<file path="config.mk">
export PLATFORM = sky130hd
export DESIGN_NAME = wb_stage
export DESIGN_NICKNAME = d
export VERILOG_FILES = /design/src/rtl/pipe_pkg.sv /design/src/rtl/wb_store_fifo.sv /design/src/rtl/wb_stage.sv
export SDC_FILE = /design/constraint.sdc
export NUM_CORES = 1
export LEC_CHECK = 0
export CAP_MARGIN = 10
export CORE_AREA = 2 2 234 236
export CTS_BUF_LIST = sky130_fd_sc_hd__clkbuf_8
export DETAILED_ROUTE_END_ITERATION = 8
export DIE_AREA = 0 0 236 238
export GPL_TIMING_DRIVEN = 0
export MAX_ROUTING_LAYER = met4
export SYNTH_ARGS = -nofsm -noshare
export SYNTH_HDL_FRONTEND = slang
export SYNTH_SLANG_ARGS = --single-unit
</file>
<file path="constraint.sdc">
create_clock -name clk -period 2.7 [get_ports clk]
set_input_delay 0.27 -clock clk [delete_from_list [all_inputs] [get_ports clk]]
set_output_delay 0.27 -clock clk [all_outputs]
set_load 0.1 [all_outputs]
</file>
<file path="src/rtl/pipe_pkg.sv">
// Shared pipeline definitions: opcodes, datapath widths and store-buffer sizing.
// Consumed by wb_stage and wb_store_fifo.
package pipe_pkg;

    localparam logic [2:0] OP_NOP   = 3'b000;
    localparam logic [2:0] OP_LDO   = 3'b001;
    localparam logic [2:0] OP_LDA   = 3'b010;
    localparam logic [2:0] OP_STO   = 3'b011;
    localparam logic [2:0] OP_ACC_A = 3'b100;
    localparam logic [2:0] OP_ACC_B = 3'b101;
    localparam logic [2:0] OP_ALU   = 3'b110;
    localparam logic [2:0] OP_HALT  = 3'b111;

    localparam int REG_W       = 8;
    localparam int REG_ADDR_W  = 5;
    localparam int NUM_REGS    = 1 << REG_ADDR_W;
    localparam int STBUF_DEPTH = 2;

    // Opcodes that retire through the register file.
    function automatic logic is_reg_op(input logic [2:0] op);
        return (op == OP_LDO) || (op == OP_LDA) || (op == OP_ALU);
    endfunction

    function automatic logic is_acc_op(input logic [2:0] op);
        return (op == OP_ACC_A) || (op == OP_ACC_B);
    endfunction

endpackage

</file>
<file path="src/rtl/wb_store_fifo.sv">
// Store buffer holding {addr, data} pairs until the data memory accepts them.
// Head data reads as zero while the buffer is empty.
module wb_store_fifo
    import pipe_pkg::*;
(
    input  logic                 clk,
    input  logic                 rst,
    input  logic                 i_push,
    input  logic                 i_pop,
    input  logic [2*REG_W-1:0]   i_data,
    output logic                 o_full,
    output logic                 o_empty,
    output logic [2*REG_W-1:0]   o_head_data
);
    localparam int PTR_W = $clog2(STBUF_DEPTH);
    localparam logic [PTR_W:0] PTR_ONE = 1;

    logic [2*REG_W-1:0] r_mem [STBUF_DEPTH];
    logic [PTR_W:0]     r_wr_ptr;
    logic [PTR_W:0]     r_rd_ptr;
    logic               w_do_push;
    logic               w_do_pop;

    // Extra pointer MSB separates full from empty when the index bits match.
    assign o_empty   = (r_wr_ptr == r_rd_ptr);
    assign o_full    = (r_wr_ptr[PTR_W] != r_rd_ptr[PTR_W]) &&
                       (r_wr_ptr[PTR_W-1:0] == r_rd_ptr[PTR_W-1:0]);
    assign w_do_pop  = i_pop && !o_empty;
    assign w_do_push = i_push && (!o_full || w_do_pop);

    always_ff @(posedge clk) begin
        if (!rst) begin
            r_wr_ptr <= '0;
            r_rd_ptr <= '0;
        end else begin
            if (w_do_push) r_wr_ptr <= r_wr_ptr + PTR_ONE;
            if (w_do_pop)  r_rd_ptr <= r_rd_ptr + PTR_ONE;
        end
    end

    always_ff @(posedge clk) begin
        if (w_do_push) r_mem[r_wr_ptr[PTR_W-1:0]] <= i_data;
    end

    assign o_head_data = o_empty ? '0 : r_mem[r_rd_ptr[PTR_W-1:0]];

endmodule

</file>
<file path="src/rtl/wb_stage.sv">
// Write-back stage: register file, accumulator, buffered stores and sticky halt.
// Define WB_BYPASS_EN to forward a same-cycle register write onto the read ports.
module wb_stage
    import pipe_pkg::*;
(
    input  logic                  clk,
    input  logic                  rst,
    input  logic [2:0]            in_wb_opcode,
    input  logic                  in_reg_write,
    input  logic                  in_mem_write,
    input  logic [REG_ADDR_W-1:0] in_dest,
    input  logic [REG_W-1:0]      in_imm,
    input  logic [REG_W-1:0]      in_reg_data,
    input  logic [REG_W-1:0]      in_acc_data,
    input  logic [REG_W-1:0]      in_mem_data,
    input  logic [REG_ADDR_W-1:0] rf_raddr_a,
    input  logic [REG_ADDR_W-1:0] rf_raddr_b,
    output logic [REG_W-1:0]      rf_rdata_a,
    output logic [REG_W-1:0]      rf_rdata_b,
    output logic [REG_W-1:0]      acc_out,
    output logic                  dmem_req,
    output logic [REG_W-1:0]      dmem_addr,
    output logic [REG_W-1:0]      dmem_wdata,
    input  logic                  dmem_ack,
    output logic                  stall,
    output logic                  halted
);
    logic [REG_W-1:0]   r_regs [NUM_REGS];
    logic [REG_W-1:0]   r_acc;
    logic               r_halted;
    logic               w_is_sto;
    logic               w_commit_ok;
    logic               w_reg_we;
    logic               w_acc_we;
    logic               w_push;
    logic               w_pop;
    logic               w_fifo_full;
    logic               w_fifo_empty;
    logic [2*REG_W-1:0] w_head;
    logic [REG_W-1:0]   w_stored_a;
    logic [REG_W-1:0]   w_stored_b;

    // dmem handshake: req stays high with addr/wdata frozen on the head entry;
    // the transfer completes on the cycle where req and ack are both high.
    assign w_is_sto     = in_mem_write && (in_wb_opcode == OP_STO);
    assign stall        = w_fifo_full && w_is_sto && !dmem_ack;
    assign w_commit_ok  = rst && !stall && !r_halted;
    assign w_reg_we     = w_commit_ok && in_reg_write && is_reg_op(in_wb_opcode) &&
                          (in_dest != '0);
    assign w_acc_we     = w_commit_ok && is_acc_op(in_wb_opcode);
    assign w_push       = w_commit_ok && w_is_sto;
    assign w_pop        = dmem_req && dmem_ack;

    wb_store_fifo u_store_fifo (
        .clk         (clk),
        .rst         (rst),
        .i_push      (w_push),
        .i_pop       (w_pop),
        .i_data      ({in_imm, in_mem_data}),
        .o_full      (w_fifo_full),
        .o_empty     (w_fifo_empty),
        .o_head_data (w_head)
    );

    assign dmem_req   = !w_fifo_empty;
    assign dmem_addr  = w_head[2*REG_W-1:REG_W];
    assign dmem_wdata = w_head[REG_W-1:0];

    always_ff @(posedge clk) begin
        if (!rst) begin
            for (int i = 0; i < NUM_REGS; i++) r_regs[i] <= '0;
        end else if (w_reg_we) begin
            r_regs[in_dest] <= in_reg_data;
        end
    end

    always_ff @(posedge clk) begin
        if (!rst) begin
            r_acc    <= '0;
            r_halted <= 1'b0;
        end else begin
            if (w_acc_we) r_acc <= in_acc_data;
            if (in_wb_opcode == OP_HALT) r_halted <= 1'b1;
        end
    end

    assign acc_out = r_acc;
    assign halted  = r_halted;

    assign w_stored_a = (rf_raddr_a == '0) ? '0 : r_regs[rf_raddr_a];
    assign w_stored_b = (rf_raddr_b == '0) ? '0 : r_regs[rf_raddr_b];

`ifdef WB_BYPASS_EN
    // w_reg_we already excludes register 0, so no separate zero check here.
    assign rf_rdata_a = (w_reg_we && (rf_raddr_a == in_dest)) ? in_reg_data : w_stored_a;
    assign rf_rdata_b = (w_reg_we && (rf_raddr_b == in_dest)) ? in_reg_data : w_stored_b;
`else
    assign rf_rdata_a = w_stored_a;
    assign rf_rdata_b = w_stored_b;
`endif

endmodule

</file>
# After elaboration in Yosys (flattened, before gate mapping)
# Memory sizes are Yosys's and may differ from the RTL's. A register that Yosys moved wholly into a read port is not among the register bits.
# Cells that the tools add are included.
totals:
  memories: 2
  in_bits: 55
  ff_bits: 13
  ramBits: 288
  wordCells: 59
classes:
  eq_ne: 10
  n_addsub: 2
  mux: 14
  n_reduce_logical: 27
memory_table:
  columns: ["memory", "depth", "width", "read_ports", "rd_ports_with_merged_regs", "wr", "line_no", "text"]
  rows:
  - ["r_regs", 32, 8, 2, 0, 32, "wb_stage.sv:28", "logic [REG_W-1:0] r_regs [NUM_REGS];"]
  - ["u_store_fifo.r_mem", 2, 16, 1, 1, 1, "wb_store_fifo.sv:18", "logic [2*REG_W-1:0] r_mem [STBUF_DEPTH];"]
ops:
  columns: ["op", "n"]
  rows:
  - ["2-to-1 mux 8 bit", 3]
  - ["2-to-1 mux 16 bit", 1]
  - ["logical AND 1 bit", 14]
  - ["== test 3 bit (second input constant)", 4]
  - ["zero test 5 bit", 2]
  - ["2-to-1 mux 1 bit", 9]
  - ["OR reduction 8 bit", 1]
  - ["== test 3 x 2 -> 1 bit (second input constant)", 2]
  - ["zero test 1 bit", 5]
  - ["2-to-1 mux 5 bit", 1]
  - ["nonzero test 5 bit", 1]
  - ["adder 2 x 1 -> 2 bit (second input constant)", 2]
  - ["logical OR 1 bit", 4]
  - ["== test 3 x 1 -> 1 bit (second input constant)", 1]
  - ["== test 2 bit", 1]
  - ["== test 1 bit", 1]
  - ["!= test 1 bit", 1]

# Longest topological paths before layout
# Gate-level depths: netlist of run 1.
logic_depth:
  ltp_word: 15
  mapped_depth: 8
  depth_no_buf: 4

# Cells and area by module
# Synthesis of run 1 repeated with hierarchy kept, for this count alone.
unflattened:
  hier_cells: 1104
  hier_area_um2: 15950.3
by_module_without_submodules:
  columns: ["mod", "n_inst", "area_each_um2", "seq_area_each_um2", "cells_per_inst"]
  rows:
  - ["wb_stage", 1, 14445.1, 7867.5, 1003]
  - ["wb_store_fifo", 1, 1505.2, 1061.0, 101]

# Least setup slack after synthesis of run 1
# OpenSTA, ideal clock, no wires.
synth_path:
  path_kind: "register -> output"
  startpoint: "register u_store_fifo.r_wr_ptr[0]"
  endpoint: "output stall"
  path_buffers: 0
  stages_incl_launch_ff: 3
  path_slack_ns: -1.219
  arrival_time_ns: 3.649
  path_cell_list: "dfxtp_1 -> xor2_1 -> nor4b_1"
synth_between:
  elab_chain_len: 4
synth_rtl:
  columns: ["element", "line_no", "text"]
  rows:
  - ["start: declaration", "wb_store_fifo.sv:19", "logic [PTR_W:0] r_wr_ptr;"]
  - ["start signal: assignment", "wb_store_fifo.sv:36", "if (w_do_push) r_wr_ptr <= r_wr_ptr + PTR_ONE;"]
  - ["== test 1 bit", "wb_store_fifo.sv:27", "(r_wr_ptr[PTR_W-1:0] == r_rd_ptr[PTR_W-1:0]);"]
  - ["logical AND 1 bit", "wb_store_fifo.sv:26", "assign o_full = (r_wr_ptr[PTR_W] != r_rd_ptr[PTR_W]) &&"]
  - ["logical AND 1 bit (2 in a row)", "wb_stage.sv:46", "assign stall = w_fifo_full && w_is_sto && !dmem_ack;"]
  - ["end: declaration", "wb_stage.sv:25", "output logic stall,"]
# Every way passes these cells.

# Worst setup path after layout of run 1
layout_path:
  startpoint: "input rf_raddr_a[4]"
  endpoint: "output rf_rdata_a[0]"
layout_between:
  elab_chain_len: 2
  elab_cells_between_ends: 3
  classes_between: "mux: 1; reduce/logical: 1; memory: 1"
layout_rtl:
  columns: ["element", "line_no", "text"]
  rows:
  - ["start: declaration", "wb_stage.sv:16", "input logic [REG_ADDR_W-1:0] rf_raddr_a,"]
  - ["memory (32 x 8 bit) or zero test 5 bit (tied branches)", null, null]
  - ["2-to-1 mux 8 bit *", "wb_stage.sv:90", "assign w_stored_a = (rf_raddr_a == '0) ? '0 : r_regs[rf_raddr_a];"]
  - ["end: declaration", "wb_stage.sv:18", "output logic [REG_W-1:0] rf_rdata_a,"]
# Mark *: on every way between the ends. The rest lies on a longest branch, timed or not.

==> flow_summary.ini, run 1 <==
[setup_path]
rr_worst_depth = 4
required_ns = 2.43
crit_type = input port to output pin
crit_path_max_incr_delay_ns = 0.49
crit_family = buffers and inverters
cp-end-kind = output pin
worst-path-buf-inv = 3
worst-path-max-fanout = 10
timing.reg2reg.setup_slack_ns = 0.05
cp_slowest_cell = clkdlybuf4s50_1
cp.depth = 6
crit_arrival_ns = 2.41
path_cells = clkdlybuf4s50_1 -> buf_2 -> nor2_2 -> a221oi_1 -> o21a_1 -> buf_4
cp-start-kind = input port

[synthesis]
synth_ff_type = edfxtp_1
syn_inst = 1133
synth_cell_types = 60
synth.cell_area_mm2 = 0.0160
yosys.area.top_type = edfxtp_1
synth_area_leaders = edfxtp_1 (54%), mux4_2 (12%), and2_1 (5.0%)
synthMostInstantiatedCell = edfxtp_1
syn-mean-instance-area_um2 = 14.1
ys_ff_latch = 302
synth_top_area_share_pct = 54.1
synth-edff-count = 288
ys_warn_count = 0
synth_commonest_cells = edfxtp_1 (288), nor2_1 (180), and2_1 (128)
async_flop_share_pct = 0
yosysSeqAreaShare_pct = 55.8

[clock_network]
cts_buffer_depth = 3
cts_tree = done
postCtsHoldBufs = 0
clock_sinks = 302
clkTransAtPathRegs_ns = 0.06
htreeDepth = 2
clockRootBuffer = clkbuf_8
cts_buffers = 55
clk_latency_ns = 0.64

[layout]
antenna_cells = 0
fin_util_pct = 36.1
stdcell_count = 2046
nNetsFinal = 1361
regArea_mm2 = 0.00893
area_growth_pct = 20.8
multiInputGateArea_mm2 = 0.00688
fillerInstances = 5154
drive_gt1_share_pct = 28.2

[floorplan]
pin_count = 98
placementRows = 85
core_mm2 = 0.0535
fp.dieW_um = 236
dieArea_mm2 = 0.0562
die_y_um = 238
initial_core_util_pct = 29.9

[power_and_ir_drop]
pwr-share-comb_pct = 17.2
p_leak_nw = 6.84
seq_power_share_pct = 46.7
total_power_mw = 11.4
swShare_pct = 29.7
irDropWorstVdd_v = 0.000377
p_switching_mw = 3.39
pwr-share-clk_pct = 36.1
p_per_area_mw_per_mm2 = 590
p_int_mw = 8.02

[global_routing]
antenna_found_initial = 2
grt_pass1_wl_um = 78400
grt_max_degree = 18
grt_use_total_pct = 20.1
grt_overflow = 0
grt_pass1_vias = 11400

[timing]
period_needed_ns = 2.68
rsz0062_at_grt = no
hold_viol = 0
fin_worst_skew_ns = 0.0203
setup_viol = 0
tns_ns = 0
slew_viol_final = 0
layout_setup_ws_ns = 0.0199
fin_crit_sh_pct = 99.3
max_freq_ghz = 0.373
worst_pin_slew_ns = 1.14
slew_headroom_pct = 24.3

[place]
dp_hpwl_um = 39400
place_inst = 1944
io_buffer_count = 90
post-place-ws_ns = -1.75
gp_congestion = 0.935

[routing]
routed_wl_um = 55300
vias = 11100
routed-wl-met2_um = 24400
top_layer = met4
wl_met3_um = 5820
via_per_inst = 5.43
drtIter0Drc = 1373
drtPass1Iterations = 7
wl_per_cell_um = 27.0
wl_met1_um = 21800
post-route-drc-count = 0
detail-route-antenna-nets = 0

[min_path]
hp-class = input port to flip-flop
min_delay_path_depth = 1

[flow_run]
max-cap-violations = 0

[run_status]
status = completed
-- placed cells by master (no fill, tap or decap), drive strengths merged, types with 8 or more instances in the layout --
cell type,instances
mux2,45
clkdlybuf4s50,55
conb,8
mux2i,76
nor2,183
clkinv,25
o22ai,13
mux4,96
o21a,12
inv,20
a221oi,11
buf,97
dfxtp,14
o21ai,42
edfxtp,288
clkbuf,86
nor2b,22
o31ai,11
and2,128
a211oi,15
nand2,28
-- power groups by stage --
stage | combinational (mW) | sequential (mW) | clock [mW]
2_1_floorplan | 1.19 | 5.41 | 0
3_3_place_gp | 1.84 | 5.41 | 0
3_5_place_dp | 1.86 | 5.41 | 0
4_1_cts | 1.92 | 5.32 | 4.18
5_1_grt | 2.02 | 5.33 | 4.37
6_report | 1.97 | 5.32 | 4.11
-- cells by family after synthesis --
group / after synthesis / synth area share, %
flops: 302 / 55.8
mux: 217 / 21.7
compound gates: 129 / 5.46
buf+inv: 83 / 3.72
xor+xnor: 6 / 0.328
other cells: 1 / 0.0234
simple gates: 395 / 13.0
-- area by class of cell --
cell class	count	area share [%]
Clock buffer	60	4.27
Inverter	5	0.0971
Clock inverter	41	1.01
Multi-Input combinational cell	755	35.6
Tap cell	696	4.51
Buffer	77	3.09
Sequential cell	302	46.2
Timing Repair Buffer	110	5.24
-- sequential cells by signal (all words and copies together), names as in the netlist, named ones only --
name	count
u_store_fifo.r_wr_ptr	2
r_regs	256
u_store_fifo.r_rd_ptr	2
acc_out	8
halted	1
u_store_fifo.r_mem	32
-- timing repair --
item / CTS / global route
setup endpoints to repair: 115 / 48
pin swaps: 6 / 2
buffers inserted: 2 / 0
gates resized for setup: 250 / 25
-- path summary, 6_finish.rpt --
kind / startpoint / to
hold / removal: in_mem_data[5] / u_store_fifo.r_mem[1][5]
hold reg to reg: acc_out[2] / acc_out[2]
setup reg to reg: halted / r_regs[2][3]
setup / recovery: rf_raddr_a[4] / rf_rdata_a[0]
-- per-stage QoR --
stage	cell area (µm²)	hold slack (ns)
2_1_floorplan	16000	0.369
3_3_place_gp	17800	0.473
3_5_place_dp	18000	0.487
6_report	19300	0.219
4_1_cts	19200	0.171
5_1_grt	19300	0.206
-- worst reg2reg max path: stages (launching register included) --
cell       delay (ns)
dfxtp_1          0.33
and3b_1          0.33
o2111ai_1        0.49
nor2b_2          0.60
nand2b_1         0.53
-- layer usage --
metal  GRT usage [%]  vias up
li1                -     4700
met1            25.7     5539
met2            29.9      723
met3            4.19      141
met4            11.3        0
met5               -        -
(Power assumes the default switching activity.)
==> inputs of run 2 (changes only) <==
--- a/config.mk
+++ b/config.mk
@@ -12,6 +12,7 @@
 export DIE_AREA = 0 0 236 238
 export GPL_TIMING_DRIVEN = 0
 export MAX_ROUTING_LAYER = met4
+export PLACE_DENSITY_LB_ADDON = 0.12
 export SYNTH_ARGS = -nofsm -noshare
 export SYNTH_HDL_FRONTEND = slang
 export SYNTH_SLANG_ARGS = --single-unit
==> flow_summary.ini, run 2 (synthesized netlist as in run 1, its figures left out) <==
[power_and_ir_drop]
p_leak_nw = 6.84
total_power_mw = 11.5
p_per_area_mw_per_mm2 = 587
irDropWorstVdd_v = 0.000382

[layout]
fillerInstances = 5231
final_cell_mix = edfxtp_1 (288), nor2_1 (175), and2_1 (128), mux4_2 (91), clkbuf_8 (60)
fin_util_pct = 36.7
mostFrequentLayoutCell = edfxtp_1
area_growth_pct = 22.8
stdcell_count = 2052
drive_gt1_share_pct = 29.5
nNetsFinal = 1366
largest_register_ffs = 256
regMostFlops = r_regs

[routing]
wl_per_cell_um = 29.1
detail-route-antenna-nets = 0
drtPass1Iterations = 5
via_per_inst = 5.29
vias = 10900
routed_wl_um = 59700
post-route-drc-count = 0
drtIter0Drc = 1046

[clock_network]
cts_buffer_depth = 3
clkTransAtPathRegs_ns = 0.06
cts_buffers = 57
clock_sinks = 302
htreeDepth = 2
clk_latency_ns = 0.67
cts_tree = done
postCtsHoldBufs = 0
clockRootBuffer = clkbuf_8

[setup_path]
crit_family = compound AO/OA/AOI/OAI gates
timing.reg2reg.setup_slack_ns = -0.03
timing.rr.end = r_regs[9][0]
crit_type = flip-flop to flip-flop
cp-start-kind = flip-flop
startpoint = halted
worst-path-buf-inv = 2
crit_arrival_ns = 3.10
critPathCapture = r_regs[9][0]
rr_worst_depth = 5
cp.depth = 5
path_cells = and3b_1 -> o2111ai_2 -> clkbuf_1 -> o21ai_1 -> buf_6
critical_path.reg2reg.startpoint = halted
worst-path-max-fanout = 10
crit_path_max_incr_delay_ns = 0.71
cp-end-kind = flip-flop
required_ns = 3.08
cp_slowest_cell = o21ai_1

[timing]
fin_worst_skew_ns = 0.0227
layout_setup_ws_ns = -0.0254
fin_crit_sh_pct = 101
tns_ns = -0.188
setup_viol = 15
period_needed_ns = 2.73
worst_pin_slew_ns = 1.22
slew_headroom_pct = 19.0
max_freq_ghz = 0.367
slew_viol_final = 0
rsz0062_at_grt = yes
hold_viol = 0
hold-worst-slack_ns = 0.180

[global_routing]
antenna_found_initial = 0
grt_max_degree = 18
grt_pass1_vias = 11200
grt_use_total_pct = 21.9
grt_pass1_wl_um = 83300
grt_overflow = 0

[place]
dp_hpwl_um = 42700
gp_congestion = 0.940
io_buffer_count = 90
place_inst = 1947

[floorplan]
fp.dieW_um = 236
placementRows = 85
die_y_um = 238
pin_count = 98
initial_core_util_pct = 29.9
dieArea_mm2 = 0.0562
core_mm2 = 0.0535

[run_status]
violations = negative setup slack
status = finished, violations left

[min_path]
hp-class = input port to flip-flop

[flow_run]
max-cap-violations = 0
==> run 2: cell types whose count changed in the layout (fill, tap and decap cells not counted), moves of 3 or more <==
| cell | previous run | this run |
|---|---|---|
| clkinv_2 | 12 | 7 |
| mux2i_1 | 55 | 42 |
| inv_1 | 20 | 24 |
| buf_4 | 38 | 28 |
| buf_8 | 1 | 5 |
| buf_2 | 23 | 19 |
| mux2i_4 | 6 | 20 |
| clkbuf_4 | 4 | 8 |
| clkbuf_8 | 63 | 60 |
| buf_6 | 26 | 35 |
| mux4_2 | 86 | 91 |
| mux4_1 | 10 | 5 |
==> run 2: worst reg2reg max path: cells and delay by family (launching register included) <==
| family | cells | cell delay (ns) |
|---|---|---|
| compound gates | 2 | 1.10 |
| buf+inv | 2 | 0.65 |
| flops | 1 | 0.34 |
| simple gates | 1 | 0.34 |
==> run 2: cell type report <==
cell class	instances	area, µm²	area share [%]
sequential	302	8930	45.4
multi-input combinational	755	7090	36.1
timing repair buffer	113	1120	5.72
tap	696	871	4.43
clock buffer	57	785	3.99
buffer	77	597	3.04
clock inverter	45	229	1.17
inverter	5	18.8	0.0955
antenna	2	5.00	0.0255
==> run 2: worst min path at each step <==
stage | from | to | slack (ns) | cells past startpoint
floorplan | in_mem_data[0] | u_store_fifo.r_mem[0][0] | 0.37 | 0
global placement | acc_out[4] | acc_out[4] | 0.47 | 2
detailed placement | acc_out[6] | acc_out[6] | 0.49 | 2
CTS | in_mem_data[6] | u_store_fifo.r_mem[1][6] | 0.11 | 1
global route | in_mem_data[2] | u_store_fifo.r_mem[1][2] | 0.14 | 1
finish | in_imm[3] | u_store_fifo.r_mem[1][11] | 0.18 | 1
==> run 2: report_power, final <==
group          switching [mW]  internal (mW)
clock network            2.07           2.06
logic                    1.38          0.691
registers              0.0750           5.25
total                    3.53           8.00
==> run 2: timing repair <==
action | CTS | global route
setup endpoints to repair | 90 | 137
pin swaps | 8 | 3
setup buffers | 1 | 1
resized for setup | 289 | 36
==> run 2: stage by stage <==
step | area (µm²) | setup slack, ns
final | 19600 | -0.0254
after global routing | 19600 | -0.126
after CTS | 19500 | 0.000181
after detailed placement | 18000 | -1.87
after global placement | 17800 | -1.87
after floorplan | 16000 | -0.402
==> run 2: routing by layer <==
| metal | vias up | wire length (µm) | share of wire (%) | global-route usage [%] |
|---|---|---|---|---|
| li1 | 4714 | - | - | - |
| met2 | 530 | 26500 | 44 | 32.6 |
| met3 | 116 | 4990 | 8.4 | 4.65 |
| met5 | - | 0 | 0 | - |
| met1 | 5490 | 25300 | 42 | 28.7 |
| met4 | 0 | 2950 | 4.9 | 10.5 |
==> inputs of run 3 (changes only) <==
--- a/config.mk
+++ b/config.mk
@@ -13,6 +13,7 @@
 export GPL_TIMING_DRIVEN = 0
 export MAX_ROUTING_LAYER = met4
 export PLACE_DENSITY_LB_ADDON = 0.12
+export REMOVE_ABC_BUFFERS = 1
 export SYNTH_ARGS = -nofsm -noshare
 export SYNTH_HDL_FRONTEND = slang
 export SYNTH_SLANG_ARGS = --single-unit
==> flow_summary.ini, run 3 (synthesized netlist as in run 1, its figures left out) <==
[power_and_ir_drop]
total_power_mw = 11.2
p_per_area_mw_per_mm2 = 585
irDropWorstVdd_v = 0.000372
p_leak_nw = 6.70

[min_path]
hp-class = input port to flip-flop
hold_path_end = u_store_fifo.r_mem[0][3]
min_delay_path_depth = 1
min_from = in_mem_data[3]

[global_routing]
grt_overflow = 0
grt_pass1_wl_um = 78800
antenna_found_initial = 0
grt_pass1_vias = 10800
grt_max_degree = 55
grt_use_total_pct = 20.2

[setup_path]
path_cells = clkdlybuf4s15_2 -> buf_16 -> and3b_1 -> o21a_2 -> nand2_2 -> o21ai_1 -> buf_4
worst-path-max-fanout = 20
rr_worst_depth = 5
crit_arrival_ns = 3.06
crit_path_max_incr_delay_ns = 0.61
required_ns = 3.06
critical_path.reg2reg.startpoint = halted
timing.rr.end = r_regs[7][1]
cp-end-kind = flip-flop
crit_type = input port to flip-flop
startpoint = rst
cp-start-kind = input port
cp_slowest_cell = o21ai_1
timing.reg2reg.setup_slack_ns = -0.004

[routing]
wl_per_cell_um = 27.6
detail-route-antenna-nets = 0
vias = 10500
drtIter0Drc = 805
post-route-drc-count = 0
routed_wl_um = 55000
via_per_inst = 5.26
drtPass1Iterations = 5

[floorplan]
fp.dieW_um = 236
pin_count = 98
core_mm2 = 0.0535
dieArea_mm2 = 0.0562
placementRows = 85
die_y_um = 238
initial_core_util_pct = 29.9

[place]
io_buffer_count = 97
post-place-ws_ns = -1.81
dp_hpwl_um = 36700
gp_congestion = 0.819

[timing]
slew_viol_final = 0
hold-worst-slack_ns = 0.189
worst_pin_slew_ns = 1.35
setup_viol = 5
period_needed_ns = 2.70
hold_viol = 0
rsz0062_at_grt = yes
fin_crit_sh_pct = 100
fin_worst_skew_ns = 0.0252
layout_setup_ws_ns = -0.00440
max_freq_ghz = 0.370
slew_headroom_pct = 9.62

[layout]
final_cell_mix = edfxtp_1 (288), nor2_1 (177), and2_1 (128), mux4_2 (91), clkbuf_8 (57)
area_growth_pct = 19.9
drive_gt1_share_pct = 28.9
regMostFlops = r_regs
nNetsFinal = 1312
mostFrequentLayoutCell = edfxtp_1
fillerInstances = 5221
largest_register_ffs = 256

[clock_network]
postCtsHoldBufs = 0
cts_tree = done
clkTransAtPathRegs_ns = 0.06
clockRootBuffer = clkbuf_8
cts_buffers = 56
htreeDepth = 2
clk_latency_ns = 0.66
cts_buffer_depth = 3
clock_sinks = 302

[run_status]
status = finished, violations left
violations = negative setup slack

[flow_run]
max-cap-violations = 0
-- run 3: cell types whose count changed in the layout (fill, tap and decap cells not counted), sizes merged, moves of 3 or more --
cell           previous run  this run
buf                      97        70
clkbuf                   86        58
clkdlybuf4s15             7        10
clkdlybuf4s50            55        49
clkinv                   23        19
dlymetal6s2s              0         3
-- run 3: worst max path at each step --
stage / slack, ns / depth (start not counted) / endpoint
final: -0.004 / 7 / r_regs[7][1]
after global routing: -0.06 / 3 / r_regs[29][7]
after CTS: -0.07 / 5 / rf_rdata_a[0]
after detailed placement: -1.81 / 7 / r_regs[16][3]
after global placement: -5.32 / 6 / rf_rdata_b[2]
after floorplan: -1.22 / 2 / stall
-- run 3: what timing repair did --
item,CTS,global route
pin swaps,6,3
cloned,1,0
gates resized for setup,281,27
buffers inserted,1,1
setup endpoints to repair,282,88
-- run 3: power breakdown --
part | internal (mW) | switching [mW]
logic | 0.637 | 1.30
registers | 5.25 | 0.0782
clock network | 1.92 | 2.04
-- run 3: area by class of cell --
| type | count | area, µm² | area share, % |
|---|---|---|---|
| antenna | 1 | 2.50 | 0.0130 |
| timing repair buffer | 137 | 1460 | 7.58 |
| clock buffer | 56 | 771 | 4.02 |
| sequential | 302 | 8930 | 46.5 |
| clock inverter | 41 | 183 | 0.952 |
| tap | 696 | 871 | 4.54 |
| multi-input combinational | 755 | 6960 | 36.3 |
| inverter | 5 | 18.8 | 0.0978 |
-- run 3: layer usage --
metal	vias to the layer above	global-route usage [%]	wire (µm)
li1	4593	-	-
met1	5384	27.2	24500
met2	434	31.5	25500
met3	71	3.83	3760
met4	0	5.02	1150
met5	-	-	0
-- run 3: worst max-delay path: cells and delay by family --
family	cells	cell delay (ns)
AO/OA/AOI/OAI	2	1.09
AND/OR/NAND/NOR	2	0.67
buffers and inverters	3	1.01
-- run 3: stage by stage --
stage	instance area (µm²)	utilization (%)	setup TNS (ns)	std cells
CTS	19100	35.7	-0.134	1991
global placement	17300	32.3	-935.44	1855
finish	19200	35.9	-0.0142	1993
detailed placement	17800	33.2	-414.26	1892
global route	19200	35.9	-1.19	1992
floorplan	15400	-	-19.67	1062
